--- src/rtl/dsp_fir_mac_seq.sv ---
// ----------------------------------------------------------------------------
// dsp_fir_mac_seq
//   Time-multiplexed FIR filter for the audio path. Each channel has one
//   multiply-accumulate lane that processes one tap per clock. All channels
//   of a frame are filtered in parallel and share one runtime-loadable
//   coefficient set. The result is rounded half toward +inf and saturated.
//
//   Optional build macro: DSP_FIR_SYMMETRIC_EN
//     When defined, the filter uses linear-phase folding. Only ceil(TAPS/2)
//     coefficients are stored, and each MAC step uses the pre-added pair
//     x[n-k] + x[n-TAPS+1+k]. For odd TAPS the centre tap is used unpaired.
//     When undefined, all TAPS coefficients are stored and MAC takes TAPS cycles.
//
// Ports
//   iCLK, iRST   clock; synchronous active-high reset
//   iIn/iValid   input frame (channel c at [c*WS +: WS]); accepted in IDLE
//   oReady       high in IDLE, except during a reset cycle
//   oOut/oValid  filtered frame; oOut holds its value, oValid pulses once
//   oSat         per-channel clip flag, valid together with oValid
//   iCoefWe/iCoefAddr/iCoefData  coefficient write port (IDLE only)
//   oErr         sticky: [0] frame overrun, [1] dropped coefficient write
// ----------------------------------------------------------------------------

// One channel: accumulator, rounding, saturation and the output register.
module dsp_fir_mac_lane #(
    parameter int XW = 16,
    parameter int CW = 16,
    parameter int WS = 16,
    parameter int DP = 14,
    parameter int AW = 37
) (
    input  logic                 iCLK,
    input  logic                 iRST,
    input  logic                 iClr,
    input  logic                 iMac,
    input  logic                 iRound,
    input  logic signed [XW-1:0] iX,
    input  logic signed [CW-1:0] iC,
    output logic signed [WS-1:0] oY,
    output logic                 oSat
);
    localparam logic signed [AW:0] HALF = ((AW+1)'(1) <<< DP) >>> 1;
    localparam logic signed [AW:0] YMAX = ((AW+1)'(1) <<< (WS-1)) - (AW+1)'(1);
    localparam logic signed [AW:0] YMIN = -YMAX - (AW+1)'(1);

    logic signed [AW-1:0]    acc;
    logic signed [XW+CW-1:0] prod;
    logic signed [AW:0]      rnd;
    logic signed [AW:0]      y;

    assign prod = iX * iC;
    // One guard bit keeps the rounding add from wrapping near full scale.
    assign rnd  = (AW+1)'(acc) + HALF;
    assign y    = rnd >>> DP;

    always_ff @(posedge iCLK) begin
        if (iRST) begin
            acc  <= '0;
            oY   <= '0;
            oSat <= 1'b0;
        end else begin
            if (iClr)
                acc <= '0;
            else if (iMac)
                acc <= acc + AW'(prod);
            if (iRound) begin
                if (y > YMAX) begin
                    oY   <= WS'(YMAX);
                    oSat <= 1'b1;
                end else if (y < YMIN) begin
                    oY   <= WS'(YMIN);
                    oSat <= 1'b1;
                end else begin
                    oY   <= WS'(y);
                    oSat <= 1'b0;
                end
            end
        end
    end
endmodule

module dsp_fir_mac_seq #(
    parameter int WS   = 16,
    parameter int CW   = 16,
    parameter int TAPS = 32,
    parameter int CH   = 2,
    parameter int DP   = 14,
    parameter int AW   = WS + CW + $clog2(TAPS)
) (
    input  logic                     iCLK,
    input  logic                     iRST,
    input  logic [CH*WS-1:0]         iIn,
    input  logic                     iValid,
    output logic                     oReady,
    output logic [CH*WS-1:0]         oOut,
    output logic                     oValid,
    output logic [CH-1:0]            oSat,
    input  logic                     iCoefWe,
    input  logic [$clog2(TAPS)-1:0]  iCoefAddr,
    input  logic [CW-1:0]            iCoefData,
    output logic [1:0]               oErr
);
    localparam int AD = $clog2(TAPS);
`ifdef DSP_FIR_SYMMETRIC_EN
    localparam int NC = (TAPS + 1) / 2;
    localparam int XW = WS + 1;
`else
    localparam int NC = TAPS;
    localparam int XW = WS;
`endif
    localparam logic [AD:0]   TAPS_E = (AD+1)'(TAPS);
    localparam logic [AD:0]   NC_E   = (AD+1)'(NC);
    localparam logic [AD-1:0] KLAST  = AD'(NC - 1);
    localparam logic [AD-1:0] WPLAST = AD'(TAPS - 1);
    localparam logic [CW-1:0] UNITY  = CW'(1) << DP;

    localparam logic [1:0] IDLE  = 2'd0;
    localparam logic [1:0] MAC   = 2'd1;
    localparam logic [1:0] ROUND = 2'd2;

    logic [1:0]               state;
    logic [AD-1:0]            k;
    logic [AD-1:0]            wp;
    logic [CH-1:0][WS-1:0]    hist [TAPS];
    logic signed [CW-1:0]     coef [NC];
    logic                     accept;
    logic                     kLast;
    logic                     coefOk;
    logic [AD:0]              rdE;
    logic [AD-1:0]            rdPtr;

    assign accept = (state == IDLE) && iValid;
    assign oReady = (state == IDLE) && !iRST;
    assign kLast  = (k == KLAST);
    assign coefOk = (state == IDLE) && ({1'b0, iCoefAddr} < NC_E);

    // x[n-k] lives at (wp-k) mod TAPS. TAPS need not be a power of two, so the
    // wrap is explicit.
    always_comb begin
        if ({1'b0, wp} >= {1'b0, k})
            rdE = {1'b0, wp} - {1'b0, k};
        else
            rdE = {1'b0, wp} + TAPS_E - {1'b0, k};
        rdPtr = rdE[AD-1:0];
    end

`ifdef DSP_FIR_SYMMETRIC_EN
    // The mirror sample x[n-TAPS+1+k] lives at (wp+1+k) mod TAPS.
    logic [AD:0]   rd2E;
    logic [AD-1:0] rdPtr2;
    logic          centre;
    always_comb begin
        rd2E = {1'b0, wp} + {1'b0, k} + (AD+1)'(1);
        if (rd2E >= TAPS_E)
            rd2E = rd2E - TAPS_E;
        rdPtr2 = rd2E[AD-1:0];
    end
    assign centre = ((TAPS % 2) == 1) && kLast;
`endif

    always_ff @(posedge iCLK) begin
        if (iRST) begin
            state  <= IDLE;
            k      <= '0;
            wp     <= '0;
            oValid <= 1'b0;
            oErr   <= '0;
            for (int i = 0; i < TAPS; i++)
                hist[i] <= '0;
            for (int i = 0; i < NC; i++)
                coef[i] <= '0;
            coef[0] <= UNITY;
        end else begin
            oValid <= 1'b0;
            if (iValid && state != IDLE)
                oErr[0] <= 1'b1;
            // A write in the accepting cycle lands before MAC starts, so it
            // applies to that frame.
            if (iCoefWe) begin
                if (coefOk)
                    coef[iCoefAddr] <= iCoefData;
                else
                    oErr[1] <= 1'b1;
            end
            case (state)
                IDLE: if (iValid) begin
                    hist[wp] <= iIn;
                    k        <= '0;
                    state    <= MAC;
                end
                MAC: begin
                    k <= kLast ? '0 : k + 1'b1;
                    if (kLast)
                        state <= ROUND;
                end
                ROUND: begin
                    oValid <= 1'b1;
                    wp     <= (wp == WPLAST) ? '0 : wp + 1'b1;
                    state  <= IDLE;
                end
                default: state <= IDLE;
            endcase
        end
    end

    for (genvar c = 0; c < CH; c++) begin : gLane
        logic signed [WS-1:0] xa;
        logic signed [XW-1:0] opX;
        logic signed [WS-1:0] laneY;
        assign xa = hist[rdPtr][c];
`ifdef DSP_FIR_SYMMETRIC_EN
        logic signed [WS-1:0] xb;
        assign xb  = hist[rdPtr2][c];
        assign opX = centre ? XW'(xa) : XW'(xa) + XW'(xb);
`else
        assign opX = xa;
`endif
        dsp_fir_mac_lane #(
            .XW(XW), .CW(CW), .WS(WS), .DP(DP), .AW(AW)
        ) uLane (
            .iCLK   (iCLK),
            .iRST   (iRST),
            .iClr   (accept),
            .iMac   (state == MAC),
            .iRound (state == ROUND),
            .iX     (opX),
            .iC     (coef[k]),
            .oY     (laneY),
            .oSat   (oSat[c])
        );
        assign oOut[c*WS +: WS] = laneY;
    end
endmodule

--- config.mk ---
export PLATFORM = sky130hd
export DESIGN_NAME = dsp_fir_mac_seq
export DESIGN_NICKNAME = d
export VERILOG_FILES = /design/src/rtl/dsp_fir_mac_seq.sv
export SDC_FILE = /design/constraint.sdc
export NUM_CORES = 2
export LEC_CHECK = 0
export CAP_MARGIN = 10
export CORE_ASPECT_RATIO = 1.1
export CORE_MARGIN = 3
export CORE_UTILIZATION = 45
export CTS_BUF_LIST = sky130_fd_sc_hd__clkbuf_8
export CTS_CLUSTER_SIZE = 10
export DETAILED_ROUTE_END_ITERATION = 7
export PLACE_DENSITY = 0.61
export SLEW_MARGIN = 20
export SYNTH_ARGS = -nofsm -noshare
export SYNTH_HDL_FRONTEND = slang
export SYNTH_SLANG_ARGS = --single-unit
--- constraint.sdc ---
create_clock -name iCLK -period 8.77 [get_ports iCLK]
set_input_delay 0.877 -clock iCLK [delete_from_list [all_inputs] [get_ports iCLK]]
set_output_delay 0.877 -clock iCLK [all_outputs]
set_load 0.03 [all_outputs]
# ---- Word-level counts from Yosys, hierarchy flattened
# Memories as Yosys holds them, arrays and structs flattened. A register that Yosys moved wholly into a read port is not among the register bits.
# Index checks and enable logic that the tools add are counted.
dict set report classes {
  n_addsub 9
  mul 2
  magnitude_cmp 5
  n_eq_ne 6
  muxes 36
  bitwise 2
  reduce_logical 13
}
# op n
set op_table {}
lappend op_table {{$mux W16} 6}
lappend op_table {{$add A37 B15 Y38 const B} 2}
lappend op_table {{$add A37 B32 Y37} 2}
lappend op_table {{$mul A16 B16 Y32} 2}
lappend op_table {{$gt A24 B16 Y1 const B} 2}
lappend op_table {{$lt A24 B16 Y1 const B} 2}
lappend op_table {{$mux W5} 8}
lappend op_table {{$mux W32} 1}
lappend op_table {{$reduce_or A32 Y1} 1}
lappend op_table {{$mux W1} 17}
lappend op_table {{$reduce_or A16 Y1} 1}
lappend op_table {{$add A5 B1 Y5 const B} 3}
lappend op_table {{$eq A5 B5 Y1 const B} 2}
lappend op_table {{$pmux W5 S2} 1}
lappend op_table {{$sub A5 B5 Y5} 2}
lappend op_table {{$reduce_and A2 Y1} 3}
lappend op_table {{$ge A5 B5 Y1} 1}
lappend op_table {{$mux W2} 2}
lappend op_table {{$ne A2 B2 Y1 const B} 2}
lappend op_table {{$pmux W2 S2} 1}
lappend op_table {{$reduce_bool A2 Y1} 2}
lappend op_table {{$logic_and A1 B1 Y1} 3}
lappend op_table {{$eq A2 B1 Y1 const B} 1}
lappend op_table {{$eq A2 B2 Y1 const B} 1}
lappend op_table {{5 further kinds} 5}
dict set report totals {
  ff_bits 123
  ram_bits 1536
  inputBits 57
  out_inout_bits 38
  n_memories 2
}
# memory depth word_bits rd rd_ports_with_merged_regs write_ports line_no
set memory_table {}
lappend memory_table {hist 32 32 1 0 32 124} ;# logic [CH-1:0][WS-1:0] hist [TAPS];
lappend memory_table {coef 32 16 1 1 32 125} ;# logic signed [CW-1:0] coef [NC];

# ---- Logic depth before layout (Yosys ltp)
dict set report logic_depth {
  depth_word 7
  depth_mapped 38
  mapped_depth_nobuf 34
}

# ---- Hierarchy
# Synthesis repeated with hierarchy kept, for this count alone.
dict set report unflattened {
  hier_cells 8360
  hier_area_um2 101124.5
}
# module instances cells_per_inst area_each_um2 seq_area_each_um2
set by_module_without_submodules {}
lappend by_module_without_submodules {dsp_fir_mac_seq 1 5316 72872.4 46524.6}
lappend by_module_without_submodules {{dsp_fir_mac_lane at gLane[0].uLane} 1 1536 14263.7 1081.0}
lappend by_module_without_submodules {{dsp_fir_mac_lane at gLane[1].uLane} 1 1508 13988.4 1081.0}

# ---- Worst setup path before layout
# No wires, ideal clock.
dict set report synth_timing {
  kind {register -> register}
  from {register wp[0]}
  to {register gLane[1].uLane.acc[34]}
  setup_ns 0.132
  arrival_time_ns 8.492
  required_ns 8.638
  slack_ns 0.146
  stages_incl_launch_ff 36
  path_buffers 5
  period_less_slack_ns 8.624
  path_cell_list {dfxtp_1 inv_1 ha_1 inv_1 fa_1 buf_6 buf_6 buf_2 buf_2 mux4_2 and2_1 a211oi_1 a31oi_1 mux2i_1 buf_2 nor2_1 fa_1 fa_1 inv_1 fa_1 fa_1 inv_1 fa_1 inv_1 fa_1 inv_1 ha_1 a21oi_1 o21ai_0 or2_2 o2111ai_1 a211oi_1 or2_2 a2111oi_0 or3_1 a21oi_1}
}
dict set report synth_between {
  elab_chain_cells 6
  word_cells_on_any_way 8
  cone_classes {4 x add/sub; 1 x mul; 1 x order compare; 1 x mux; 1 x memory}
}
# element line_no
set synth_rtl {}
lappend synth_rtl {{start, declared} 123} ;# logic [AD-1:0] wp;
lappend synth_rtl {{start signal, assigned} 198} ;# wp <= (wp == WPLAST) ? '0 : wp + 1'b1;
lappend synth_rtl {{$add A5 B1 Y5} 143} ;# rdE = {1'b0, wp} + TAPS_E - {1'b0, k};
lappend synth_rtl {{$sub A5 B5 Y5} 143}
lappend synth_rtl {{$mux W5 *} 140} ;# if ({1'b0, wp} >= {1'b0, k})
lappend synth_rtl {{$mem_v2 Z32 W32 *} -}
lappend synth_rtl {{$mul A16 B16 Y32 *} 51} ;# assign prod = iX * iC;
lappend synth_rtl {{$add A37 B32 Y37 *} 65} ;# acc <= acc + AW'(prod);
lappend synth_rtl {{end signal, assigned} 65}
lappend synth_rtl {{end, declared} 46} ;# logic signed [AW-1:0] acc;
# Every way passes the cells marked *; elsewhere a longest branch is shown, timed or not.
# A chain may end at the register's enable or synchronous reset.

# ---- Worst setup path after layout
dict set report layout_timing {
  from {register wp[0]}
  to {register gLane[1].uLane.acc[28]}
}
# Same word-level chain as after synthesis.

==> out/qor.tcl <==
set qor(worst_r2r_startpoint) {wp[0]$_SDFFE_PP0P_}
set qor(groute.layer.met2.usage) 0.428
set qor(final.min_clock_period_ps) 9120
set qor(synth_warn) 0
set qor(initial_core_util) 0.454
set qor(crit_path_top_delay_cell) {fa_4}
set qor(worst_path_max_fanout) 7
set qor(synth_fa_ha_area_frac) 0.159
set qor(yosysUniqueCellTypes) 72
set qor(worst_slew_slack_as_a_fraction_of_its_limit) 0.248
set qor(cts_root_buf) {clkbuf_8}
set qor(fin_crit_sh) 1.04
set qor(fillerInstances) 18200
set qor(placed_cells_incl_taps) 10800
set qor(grtUsageMet1) 0.336
set qor(post_route_cell_area_um2) 116000
set qor(worstMarginPinSlew_ps) 1120
set qor(critical-path-top-delay-family) {adder cells}
set qor(place_congestion) 0.929
set qor(synth_compound_area_frac) 0.0330
set qor(holdBufCountCts) 0
set qor(wl_per_cell_um) 25.0
set qor(grt-busiest-layer) {met2}
set qor(layout.nets) 9291
set qor(critPathRequiredTime_ps) 9660
set qor(seq_area_frac_synth) 0.494
set qor(number_of_slew_limit_violations_in_the_final_report) 0
set qor(cts_made_buffers) 301
set qor(synth_edf_count) 1536
set qor(synth_flop_cell) {edfxtp_1}
set qor(finalSetupViolCount) 21
set qor(worst_setup_path_start_kind) {flop}
set qor(max_freq_mhz) 110
set qor(die_height_um) 497
set qor(multi_input_area_um2) 47400
set qor(async_set_reset_flop_share_out_of_synthesis) 0
set qor(syn-cell-area_um2) 98600
set qor(path_clk_slew_ps) 60
set qor(synth-simple-area-share) 0.154
set qor(io_pins) 95
set qor(grtUsageTotal) 0.256
set qor(synth_seq_cells) 1664
set qor(maxCapViolCount) 0
set qor(outcome) {finished, violations left}
set qor(criticalPathCategory) {reg -> reg}
set qor(synth.area.top_cells) {edfxtp_1, fa_1, and2_1}
set qor(timing.critical_path.arrival_ps) 10010
set qor(dr.first_iter.drc_count) 5663
set qor(fp.dieW_um) 452
set qor(clkLatencyLatePin_ps) 1060
set qor(worst_hold_path_type) {in -> reg}
set qor(grt_max_degree) 54
set qor(cp-startpoint) {wp[0]$_SDFFE_PP0P_}
set qor(unrepaired_setup_endpoints_after_global_routing) {yes}
set qor(detailedRoute.firstPassIterationCount) 7
set qor(seqCellArea_um2) 48700
set qor(tritoncts) {yes}
set qor(place.detailed.hpwl_um) 189000
set qor(grt_first_pass_wirelength_um) 429000
set qor(number_of_buffer_and_inverter_stages_on_the_critical_path) 13
set qor(synth.area.mux_share) 0.102
set qor(finalHoldViolations) 0
set qor(timing.critical_path.to_type) {flop}
set qor(drc_errors) 0
set qor(cp_num_cells) 36
set qor(synthToLayoutAreaGrowth_pct) 17.9
set qor(post-synth-top-area-cell) {edfxtp_1}
set qor(rows) 179
set qor(htreeDepth) 5
set qor(drt_wl_total_um) 287000
set qor(critical_path.endpoint) {gLane[1].uLane.acc[28]$_SDFFE_PP0P_}
set qor(design.die.area_um2) 225000
set qor(rr_endpoint) {gLane[1].uLane.acc[28]$_SDFFE_PP0P_}
set qor(post_synth_inst_count) 7637
set qor(drt-vias-per-instance) 5.47
set qor(syn-num-nets) 8562
set qor(core_um2) 217000
set qor(post_layout_nonfiller_instances) 11500
set qor(post_synth_xor_area_fraction) 0.00835
set qor(final_layout_size_suffix_gt1_frac) 0.244
set qor(tritoncts_sink_count) 1664
set qor(synth_top_family_by_area) {adder cells}
set qor(placement.io_buffers) 94
set qor(failed_checks) {negative setup slack}
set qor(fin_worst_skew_ps) 77.5
set qor(synth_largest_type_area_fraction) 0.468
set qor(antenna_violating_nets_post_route) 0
set qor(postLayoutSetupSlackWorst_ps) -350
set qor(global_route.usage.met3) 0.0437
set qor(max_stage_delay_ps) 850
set qor(cp_common_cell) {fa_1}
set qor(ff2ff_setup_slack_ps) -350
set qor(first_global_vias) 67700
set qor(routed-via-count) 62800
set qor(sum_of_overflow_across_all_layers_after_global_routing) 0
set qor(postPlaceCellArea_um2) 108000
set qor(cells_on_worst_reg2reg_path) 36
set qor(synthesized_area_divided_by_synthesized_cell_count_um2) 12.9
set qor(cts.path.max_buffers) 4
set qor(grt_antenna_before_repair) 24
-- what timing repair did --
item / in CTS / in global routing
resized for setup: 305 / 184
endpoints found under the setup margin: 46 / 50
buffers inserted: 72 / 54
pin swaps: 109 / 89
cloned: 5 / 2
-- worst reg2reg max path: cells and delay by family, from the launching register on --
| family | cells | cell delay (ps) |
|---|---|---|
| buffers and inverters | 13 | 1680 |
| muxes | 3 | 920 |
| AOI/OAI and AO/OA | 6 | 1060 |
| and+or+nand+nor | 5 | 960 |
| DFF | 1 | 320 |
| adders and majority gates | 9 | 4080 |
-- sequential cells by signal, summed over array words and instances (netlist names), named ones only --
signal / count
hist: 1024
gLane.uLane.acc: 74
coef: 512
gLane.uLane.oSat: 2
wp: 5
k: 5
oValid: 1
gLane.uLane.oY: 32
state: 2
oErr: 2
-- per-layer routing --
layer	wire length (um)	vias up
met2	142000	2398
met3	20900	523
met4	10500	6
met1	113000	32300
li1	-	27600
met5	37	-
-- layout by cell type, fill, tap and decap left out, types with 18 or more instances in the layout --
master	Yosys	routed
and2_1	1681	1662
edfxtp_1	1536	1536
inv_1	710	758
buf_4	12	740
fa_1	639	609
nand2_1	501	480
mux4_2	408	414
clkbuf_8	0	312
nor2_1	359	304
ha_1	229	199
dfxtp_1	128	123
clkdlybuf4s50_1	0	92
a21oi_1	115	74
clkinv_1	1	63
buf_12	1	63
nand3_1	51	48
a31oi_1	74	47
xnor2_1	53	46
inv_2	2	45
buf_6	10	45
o21ai_1	2	44
a211oi_2	0	40
xor2_1	41	40
nor2_2	0	38
a211oi_1	84	38
o211ai_1	37	37
a21oi_2	0	34
a21o_1	33	33
o21ai_4	0	33
o21ai_0	113	29
fa_2	0	29
nand2b_1	28	27
ha_4	0	27
nand4_1	26	26
clkinv_2	0	25
nor3_1	27	24
and2_4	0	19
a31oi_2	0	18
-- layout make-up --
class,count,area share
diodes,8,0.000172
repair buffers,959,0.0743
well taps,2896,0.0312
inverters,713,0.0232
clock inverters,198,0.00816
multi-input cells,4727,0.407
clock buffers,312,0.0369
flip-flops and latches,1664,0.419
-- kinds of logic after synthesis --
family                   after synthesis
buffers and inverters               1247
AO/OA/AOI/OAI                        517
AND/OR/NAND/NOR                     2773
multiplexers                         474
XOR/XNOR                              94
flip-flops                          1664
adder cells (fa/ha/maj)              868
-- worst min-delay path by stage --
stage                                          endpoint                                 from  cells after the start
finish                             oErr[0]$_SDFFE_PP0P_                                 iRST                      3
global route                       oErr[0]$_SDFFE_PP0P_                                 iRST                      3
CTS                                oErr[0]$_SDFFE_PP0P_                                 iRST                      3
detailed placement    gLane[0].uLane.oY[0]$_SDFFE_PP0P_    gLane[0].uLane.oY[0]$_SDFFE_PP0P_                      2
global placement      gLane[0].uLane.oY[0]$_SDFFE_PP0P_    gLane[0].uLane.oY[0]$_SDFFE_PP0P_                      2
floorplan           gLane[0].uLane.acc[12]$_SDFFE_PP0P_  gLane[0].uLane.acc[12]$_SDFFE_PP0P_                      2
-- cell usage after synthesis, drive strengths merged (128+ instances only) --
master,count
and2,1681
buf,129
clkbuf,405
dfxtp,128
edfxtp,1536
fa,639
ha,229
inv,712
mux4,418
nand2,501
nor2,359
-- through the flow --
stage	utilization	hold WS (ps)	worst slack, ps	setup TNS (ps)
3_5_place_dp	0.496	447	-890	-19860
2_1_floorplan	-	436	146	0
5_1_grt	0.536	290	-566	-9670
4_1_cts	0.530	246	-328	-3360
6_report	0.536	351	-350	-2810
3_3_place_gp	0.496	435	-821	-16860
Power is left out: the tool's default activity adds up to more than one toggle a clock period on the data nets, which glitch-free logic cannot reach.
